===== src/rtl/fir_sample_feeder_if.sv =====
// Sample and result streams of the FIR feeder, bundled with direction views.
interface fir_sample_feeder_if #(
  parameter int DW = 8,
  parameter int OW = 18
) ();
  logic          s_valid;
  logic          s_ready;
  logic [DW-1:0] s_data;
  logic          m_valid;
  logic          m_ready;
  logic [OW-1:0] m_data;

  // Producer of samples and consumer of results.
  modport master (
    output s_valid, s_data, m_ready,
    input  s_ready, m_valid, m_data
  );

  // The feeder itself: consumes samples, produces results.
  modport slave (
    input  s_valid, s_data, m_ready,
    output s_ready, m_valid, m_data
  );
endinterface


===== src/rtl/fir_sample_feeder.sv =====
// Flow-controlled front end for a free-running, registered FIR core.
// Keeps the sample window that feeds the FIR, tracks which accepts produce
// a result through a tag pipeline matching the FIR latency, and parks the
// results in a small FIFO. Credits cover both queued and in-flight results,
// so a push can never find the FIFO full.
module fir_sample_feeder #(
  parameter int TAPS    = 8,
  parameter int DW      = 8,
  parameter int OW      = 18,
  parameter int FIR_LAT = 1,
  parameter int RDEPTH  = 4
) (
  input  logic                        clk,
  input  logic                        rst_n,
  input  logic                        flush,
  fir_sample_feeder_if.slave          bus,
  output logic [TAPS-1:0][DW-1:0]     win,
  input  logic [OW-1:0]               fir_dout,
  output logic [$clog2(TAPS+1)-1:0]   fill_cnt
);
  localparam int FW  = $clog2(TAPS + 1);
  localparam int PW  = $clog2(RDEPTH);
  localparam int CW  = $clog2(RDEPTH + 1);
  localparam int NST = FIR_LAT + 1;
  localparam int SW  = $clog2(RDEPTH + NST + 1) + 1;

  typedef enum logic [1:0] {
    FILL,
    RUN,
    STALL
  } state_t;

  state_t                  state_q, state_d;
  logic [TAPS-1:0][DW-1:0] win_q, win_d, win_shift;
  logic [FW-1:0]           fill_cnt_q, fill_cnt_d;
  logic [NST-1:0]          tag_q, tag_d;
  logic [PW-1:0]           rd_ptr_q, rd_ptr_d;
  logic [PW-1:0]           wr_ptr_q, wr_ptr_d;
  logic [CW-1:0]           count_q, count_d;
  logic [OW-1:0]           mem_q [RDEPTH];
  logic [SW-1:0]           inflight_d;
  logic [SW-1:0]           credit_used_d;
  logic                    accept;
  logic                    issue;
  logic                    push_en;
  logic                    pop;

  // Ready comes only from registered state (the STALL decision was made
  // from next-cycle counts), so m_ready never reaches s_ready combinationally.
  assign bus.s_ready = rst_n && !flush && (state_q != STALL);
  assign bus.m_valid = (count_q != '0);
  assign bus.m_data  = bus.m_valid ? mem_q[rd_ptr_q] : '0;
  assign win         = win_q;
  assign fill_cnt    = fill_cnt_q;

  assign accept = bus.s_valid && bus.s_ready;
  assign pop    = bus.m_valid && bus.m_ready && !flush;

  // Window after one shift: oldest drops out, new sample enters at the top.
  always_comb begin
    win_shift = '0;
    for (int i = 0; i < TAPS - 1; i++) begin
      win_shift[i] = win_q[i + 1];
    end
    win_shift[TAPS-1] = bus.s_data;
  end

  // Next-state for window, fill count, tag pipe, FIFO pointers and FSM.
  always_comb begin
    win_d         = win_q;
    fill_cnt_d    = fill_cnt_q;
    issue         = 1'b0;
    tag_d         = '0;
    push_en       = 1'b0;
    rd_ptr_d      = rd_ptr_q;
    wr_ptr_d      = wr_ptr_q;
    count_d       = count_q;
    inflight_d    = '0;
    credit_used_d = '0;
    state_d       = state_q;

    if (accept) begin
      win_d = win_shift;
      if (fill_cnt_q != FW'(TAPS)) begin
        fill_cnt_d = fill_cnt_q + 1'b1;
      end
      // A result exists only once the shifted window is completely full.
      issue = (fill_cnt_d == FW'(TAPS));
    end

    // Tag stage 0 loads the issue bit every cycle; the last stage marks the
    // edge at which fir_dout holds the result for that accept.
    tag_d[0] = issue;
    for (int i = 1; i < NST; i++) begin
      tag_d[i] = tag_q[i - 1];
    end
    push_en = tag_q[NST-1];

    if (push_en) begin
      wr_ptr_d = wr_ptr_q + 1'b1;
    end
    if (pop) begin
      rd_ptr_d = rd_ptr_q + 1'b1;
    end
    count_d = count_q + CW'(push_en) - CW'(pop);

    if (flush) begin
      win_d      = '0;
      fill_cnt_d = '0;
      tag_d      = '0;
      push_en    = 1'b0;
      rd_ptr_d   = '0;
      wr_ptr_d   = '0;
      count_d    = '0;
    end

    for (int i = 0; i < NST; i++) begin
      inflight_d = inflight_d + SW'(tag_d[i]);
    end
    credit_used_d = SW'(count_d) + inflight_d;

    // FILL until the window is full; afterwards RUN or STALL by credits.
    if (flush || (fill_cnt_d != FW'(TAPS))) begin
      state_d = FILL;
    end else if (credit_used_d >= SW'(RDEPTH)) begin
      state_d = STALL;
    end else begin
      state_d = RUN;
    end
  end

  // State register with asynchronous active-low reset.
  always_ff @(posedge clk or negedge rst_n) begin
    if (!rst_n) begin
      state_q    <= FILL;
      win_q      <= '0;
      fill_cnt_q <= '0;
      tag_q      <= '0;
      rd_ptr_q   <= '0;
      wr_ptr_q   <= '0;
      count_q    <= '0;
    end else begin
      state_q    <= state_d;
      win_q      <= win_d;
      fill_cnt_q <= fill_cnt_d;
      tag_q      <= tag_d;
      rd_ptr_q   <= rd_ptr_d;
      wr_ptr_q   <= wr_ptr_d;
      count_q    <= count_d;
    end
  end

  // Result storage; contents are only visible through m_data when non-empty.
  always_ff @(posedge clk) begin
    if (push_en) begin
      mem_q[wr_ptr_q] <= fir_dout;
    end
  end

endmodule


===== src/flat_wrapper.sv =====
// flat-port wrapper written by rule: the top's interface ports become plain ports
module fir_sample_feeder_flat 
#(
  parameter int TAPS    = 8,
  parameter int DW      = 8,
  parameter int OW      = 18,
  parameter int FIR_LAT = 1,
  parameter int RDEPTH  = 4
)
  (clk, rst_n, flush, win, fir_dout, fill_cnt, bus_s_valid, bus_s_data, bus_m_ready, bus_s_ready, bus_m_valid, bus_m_data);
  fir_sample_feeder_if #(.DW(DW), .OW(OW)) bus_i ();
  input  logic clk;
  input  logic rst_n;
  input  logic flush;
  output logic [TAPS-1:0][DW-1:0] win;
  input  logic [OW-1:0] fir_dout;
  output logic [$clog2(TAPS+1)-1:0] fill_cnt;
  input wire logic [$bits(bus_i.s_valid)-1:0] bus_s_valid;
  input wire logic [$bits(bus_i.s_data)-1:0] bus_s_data;
  input wire logic [$bits(bus_i.m_ready)-1:0] bus_m_ready;
  output wire logic [$bits(bus_i.s_ready)-1:0] bus_s_ready;
  output wire logic [$bits(bus_i.m_valid)-1:0] bus_m_valid;
  output wire logic [$bits(bus_i.m_data)-1:0] bus_m_data;
  assign bus_i.s_valid = bus_s_valid;
  assign bus_i.s_data = bus_s_data;
  assign bus_i.m_ready = bus_m_ready;
  assign bus_s_ready = bus_i.s_ready;
  assign bus_m_valid = bus_i.m_valid;
  assign bus_m_data = bus_i.m_data;
  fir_sample_feeder #(.TAPS(TAPS), .DW(DW), .OW(OW), .FIR_LAT(FIR_LAT), .RDEPTH(RDEPTH)) u_core (.clk(clk), .rst_n(rst_n), .flush(flush), .bus(bus_i), .win(win), .fir_dout(fir_dout), .fill_cnt(fill_cnt));
endmodule

===== config.mk =====
export PLATFORM = sky130hd
export DESIGN_NAME = fir_sample_feeder_flat
export DESIGN_NICKNAME = d
export VERILOG_FILES = /design/src/rtl/fir_sample_feeder_if.sv /design/src/rtl/fir_sample_feeder.sv /design/src/flat_wrapper.sv
export SDC_FILE = /design/constraint.sdc
export NUM_CORES = 1
export LEC_CHECK = 0
export BUFFER_PORTS_ARGS = -buffer_cell sky130_fd_sc_hd__buf_2
export CAP_MARGIN = 5
export CORE_MARGIN = 3
export CORE_UTILIZATION = 55
export DETAILED_ROUTE_END_ITERATION = 8
export PLACE_DENSITY = 0.79
export SYNTH_ARGS = -nofsm -noshare
export SYNTH_HDL_FRONTEND = slang
export SYNTH_SLANG_ARGS = --single-unit

===== constraint.sdc =====
create_clock -name clk -period 3.7 [get_ports clk]
set_input_delay 0.37 -clock clk [delete_from_list [all_inputs] [get_ports clk]]
set_output_delay 0.37 -clock clk [all_outputs]
set_load 0.01 [all_outputs]

# Word level (Yosys, flattened, before mapping)

Memory sizes are Yosys's and may differ from the RTL's.
Index checks and enable logic that the tools add are counted.

Register bits: 79
Bits in latches: 0
Memory bits (writable): 72
Memory bits (read-only): 0
Output and inout bits: 88
Logic and storage cells: 57
Memories kept: 1

Add/sub/neg operators: 7
Multiply operators: 0
Div/mod/pow operators: 0
Order comparisons: 1
Equal/unequal tests: 4
Shifts and indexed selects: 0
Multiplexer cells: 19
Bitwise operators: 0
Reductions and logical operators: 11

Memories:

| name         | depth | width | read ports | clocked after Yosys merged registers in | write ports | RTL line                | RTL |
|---|---|---|---|---|---|---|---|
| u_core.mem_q | 4     | 18    | 1          | 0                                       | 1           | fir_sample_feeder.sv:40 | `logic [OW-1:0] mem_q [RDEPTH];` |

Operator list:

| kind                  | number |
|---|---|
| $mux W64              | 2 |
| $mux W18              | 1 |
| $mux W4               | 4 |
| $mux W2               | 7 |
| $ne A4 B4 Y1 const B  | 2 |
| $reduce_bool A2 Y1    | 3 |
| $logic_and A1 B1 Y1   | 5 |
| $add A2 B1 Y2 const B | 2 |
| $add A3 B4 Y4         | 1 |
| $add A4 B1 Y4 const B | 1 |
| $eq A4 B4 Y1 const B  | 1 |
| $ge A4 B3 Y1 const B  | 1 |
| $mux W1               | 4 |
| $add A3 B1 Y3         | 1 |
| $mux W3               | 1 |
| $reduce_bool A3 Y1    | 1 |
| $sub A3 B1 Y3         | 1 |
| $add A1 B1 Y2         | 1 |
| $ne A2 B2 Y1 const B  | 1 |
| $logic_not A1 Y1      | 1 |
| $logic_or A1 B1 Y1    | 1 |

# Logic depth before layout (Yosys ltp)

Depth in word-level cells: 13
Gate-level depth with buffers: 12
Gate-level depth less buffers: 11

# Least setup slack after synthesis

Ideal clock, no wire load.

Path type: register to register
From: register u_core.count_q[1]
To: register u_core.state_q[0]
Setup time: 94 ps
Arrival time: 2914 ps
Required time: 3606 ps
Path slack: 692 ps
Stages on the path, launching flop included: 13
Path buffers: 1
Period minus slack after synthesis: 3008 ps
Cells stage by stage: dfrtp_1 > or3_1 > clkbuf_1 > nand2_1 > nor2_1 > ha_1 > inv_1 > ha_1 > fa_1 > nor2b_1 > ha_1 > a311o_1 > a211oi_1

Word-level cells in the longest chain between the ends: 9
Elaborated cells on any way between the ends: 10
Those cells by class: 3 x add/sub; 1 x order compare; 3 x mux; 3 x reduce/logical

Ends and longest elaborated chain:

| element                                               | RTL line                 | RTL |
|---|---|---|
| start: declaration                                    | fir_sample_feeder.sv:39  | `logic [CW-1:0] count_q, count_d;` |
| start signal: assignment                              | fir_sample_feeder.sv:149 | `count_q <= count_d;` |
| branches (longest 3 deep; another with $add A3 B1 Y3) | -                        |  |
| $sub A3 B1 Y3 *                                       | fir_sample_feeder.sv:105 | `count_d = count_q + CW'(push_en) - CW'(pop);` |
| $mux W3 *                                             | fir_sample_feeder.sv:107 | `if (flush) begin` |
| net u_core.count_d[1]                                 | fir_sample_feeder.sv:39  |  |
| $add A3 B4 Y4 *                                       | fir_sample_feeder.sv:120 | `credit_used_d = SW'(count_d) + inflight_d;` |
| $ge A4 B3 Y1 *                                        | fir_sample_feeder.sv:125 | `end else if (credit_used_d >= SW'(RDEPTH)) begin` |
| $mux W2 *                                             | fir_sample_feeder.sv:125 |  |
| $mux W2 *                                             | fir_sample_feeder.sv:123 | `if (flush \|\| (fill_cnt_d != FW'(TAPS))) begin` |
| net u_core.state_d[0]                                 | fir_sample_feeder.sv:33  | `state_t state_q, state_d;` |
| end signal: assignment                                | fir_sample_feeder.sv:143 | `state_q <= state_d;` |
| end: declaration                                      | fir_sample_feeder.sv:33  |  |

Mark *: on every way through the listed nets, which the timed path passes.
A chain may end at the register's enable or synchronous reset.

# Final worst setup path

Same ends and word-level chain as after synthesis.

==> flow_metrics.env <==
export IMPL_syn_inst=490
export IMPL_met3_usage=0.08128
export IMPL_first_global_vias=4277
export IMPL_ant_nets=0
export IMPL_grt_usage=0.2205
export IMPL_ys_seq_elements=151
export IMPL_grt_use_met2=0.3543
export IMPL_yosysTopAreaCellShare=0.3421
export IMPL_syn_num_nets=532
export IMPL_dp_cells=724
export IMPL_yosys_warnings=0
export IMPL_p_leak_nw=3.604
export IMPL_path_clk_slew_ps=60
export IMPL_path_class="reg2reg"
export IMPL_post_dp_hpwl_um=8117
export IMPL_die_y_um=113.2
export IMPL_hold_viol=0
export IMPL_grt_busiest_layer="met2"
export IMPL_critPathRequiredTime_ps=4020
export IMPL_drive_above_1_share=0.2901
export IMPL_io_pins=119
export IMPL_initial_core_util=0.5729
export IMPL_drc=0
export IMPL_power_mw=3.968
export IMPL_fmax_ghz=0.3263
export IMPL_via_per_inst=5.509
export IMPL_grt_start_max_net_pins=73
export IMPL_setup_viol=0
export IMPL_drt_iter0_markers=377
export IMPL_yosysSeqAreaShare=0.6549
export IMPL_drtPass1Iterations=5
export IMPL_cap_violations=0
export IMPL_clock_sinks=151
export IMPL_antenna_found_initial=0
export IMPL_final_nets=646
export IMPL_synth_top_cell_by_area="edfxtp_1"
export IMPL_synthTopCellsByArea="edfxtp_1 (34%), dfrtp_1 (31%), nand2_1 (8.1%)"
export IMPL_syn_area_um2=6320
export IMPL_cts_buffers=17
export IMPL_postCtsResizedCells=0
export IMPL_instances_no_fill=757
export IMPL_die_w_um=113.2
export IMPL_outcome="finished clean"
export IMPL_worstSetupStartpointType="flop"
export IMPL_root_buffer="clkbuf_16"
export IMPL_synthTopCellsByCount="nand2_1 (137), dfrtp_1 (79), edfxtp_1 (72)"
export IMPL_slew_viol_final=0
export IMPL_coreArea_um2=11030
export IMPL_io_buffers=118
export IMPL_syn_to_final_growth_pct=20.35
export IMPL_min_period_over_period=0.8283
export IMPL_ys_flop_type="dfrtp_1"
export IMPL_via_count=4170
export IMPL_post_synth_top_count_cell="nand2_1"
export IMPL_nFillCells=771
export IMPL_wl_per_cell_um=17.55
export IMPL_powerDensity_nw_per_um2=521.6
export IMPL_clk_latency_ps=420
export IMPL_relSlewSlack=0.3568
export IMPL_synth_cell_type_count=38
export IMPL_cp_end_kind="flop"
export IMPL_gp_congestion=0.7722
export IMPL_holdWs_ps=138.2
export IMPL_std_cell_rows=38
export IMPL_cts_tree="done"
export IMPL_synth_edf_count=72
export IMPL_ir_drop_v=0.0003986
export IMPL_placed_area_um2=7008
export IMPL_crit_fanout=3
export IMPL_grt_pass1_wl_um=21750
export IMPL_rsz0062_at_grt="no"
export IMPL_worst_clock_skew_ps=7.729
export IMPL_worstHoldPathType="in2reg"
export IMPL_timing_setup_tns_ps=0
export IMPL_min_period_ps=3065
export IMPL_final_area_um2=7606
export IMPL_use_met1=0.2748
export IMPL_async_flop_share=0.5232
export IMPL_syn_avg_cell_area_um2=12.90
export IMPL_gr_total_overflow=0
export IMPL_arrival_ps=3390
export IMPL_antenna_cells=0
export IMPL_fp_dieArea_um2=12810
export IMPL_finalWirelength_um=13290
export IMPL_htreeDepth=4
export IMPL_worstMarginPinSlew_ps=964.8
export IMPL_cts_max_path_buffers=2
-- report_power, final --
group | total [mW] | switching [mW] | leakage [nW] | internal [mW]
sequential | 1.80 | 0.0196 | 1.74 | 1.78
clock | 1.69 | 0.678 | 0.279 | 1.01
combinational | 0.478 | 0.247 | 1.58 | 0.230
-- repair_timing --
action	in CTS	in global routing
hold buffers	1	0
hold endpoints to repair	9	0
setup buffers	0	0
-- kinds of logic (layout without fill, tap and decap cells) --
group | count (synthesis) | after routing | synth area share
AO/OA/AOI/OAI | 14 | 14 | 0.01564
XOR/XNOR | 5 | 5 | 0.009306
adder cells (fa/ha/maj) | 11 | 11 | 0.02297
buffers and inverters | 39 | 166 | 0.02534
flip-flops | 151 | 151 | 0.6549
multiplexers | 20 | 20 | 0.06751
AND/OR/NAND/NOR | 250 | 250 | 0.2043
-- cells in the final DEF, fill, tap and decap left out, types with 7 or more instances in the layout --
cell / Yosys / final
edfxtp_1: 72 / 72
buf_2: 10 / 117
nand3b_1: 66 / 66
dfrtp_1: 79 / 79
buf_4: 0 / 7
nor2_1: 11 / 11
nand2_1: 137 / 137
ha_1: 10 / 10
inv_1: 9 / 9
clkbuf_16: 0 / 17
mux4_2: 18 / 18
and2_1: 22 / 22
-- critical path, cell delays in order (launching register included) --
cell,delay (ps)
dfrtp_1,400
or3_1,390
nand2_1,110
nor2_1,50
ha_1,270
inv_1,40
ha_1,190
fa_1,490
nor2b_1,190
ha_1,280
a311o_1,320
a211oi_1,240
-- layer usage --
| metal | wire [um] | share of wire | vias up |
|---|---|---|---|
| li1 | - | - | 1933 |
| met1 | 5458 | 0.41 | 2087 |
| met2 | 6580 | 0.50 | 131 |
| met3 | 1010 | 0.076 | 19 |
| met4 | 238 | 0.018 | 0 |
| met5 | 0 | 0 | - |
-- worst paths after layout --
kind	start	end	slack [ps]	depth (start not counted)
hold reg to reg	u_core.win[17]	u_core.win[9]	490	2
max in group asynchronous	rst_n	u_core.win[6]	2230	3
setup reg to reg	u_core.count_q[1]	u_core.state_q[0]	640	11
min in group asynchronous	rst_n	u_core.state_q[1]	360	2
hold / removal	bus_s_data[6]	u_core.win[62]	140	3
setup / recovery	u_core.count_q[1]	u_core.state_q[0]	640	11
-- area by class of cell --
type                            count  area [um2]  area share
Timing Repair Buffer              125       648.1     0.08521
Tap cell                          140       175.2     0.02303
Multi-Input combinational cell    300        2022      0.2658
Clock buffer                       18       439.2     0.05774
Clock inverter                     14       148.9     0.01958
Sequential cell                   151        4139      0.5442
Inverter                            9       33.78    0.004442
-- through the flow --
stage                     worst slack, ps  utilization
after floorplan                     692.0            -
after global placement              783.4       0.6353
after detailed placement            666.5       0.6353
after CTS                           649.8       0.6895
after global routing                515.4       0.6895
final                               635.4       0.6895
-- sequential cells by signal, indices dropped and copies added (netlist names) --
| name | flops |
|---|---|
| u_core.wr_ptr_q | 2 |
| u_core.rd_ptr_q | 2 |
| u_core.count_q | 3 |
| u_core.tag_q | 2 |
| u_core.fill_cnt | 4 |
| u_core.win | 64 |
| u_core.state_q | 2 |
| u_core.mem_q | 72 |
Note: power is estimated with default switching activity, not from simulation.
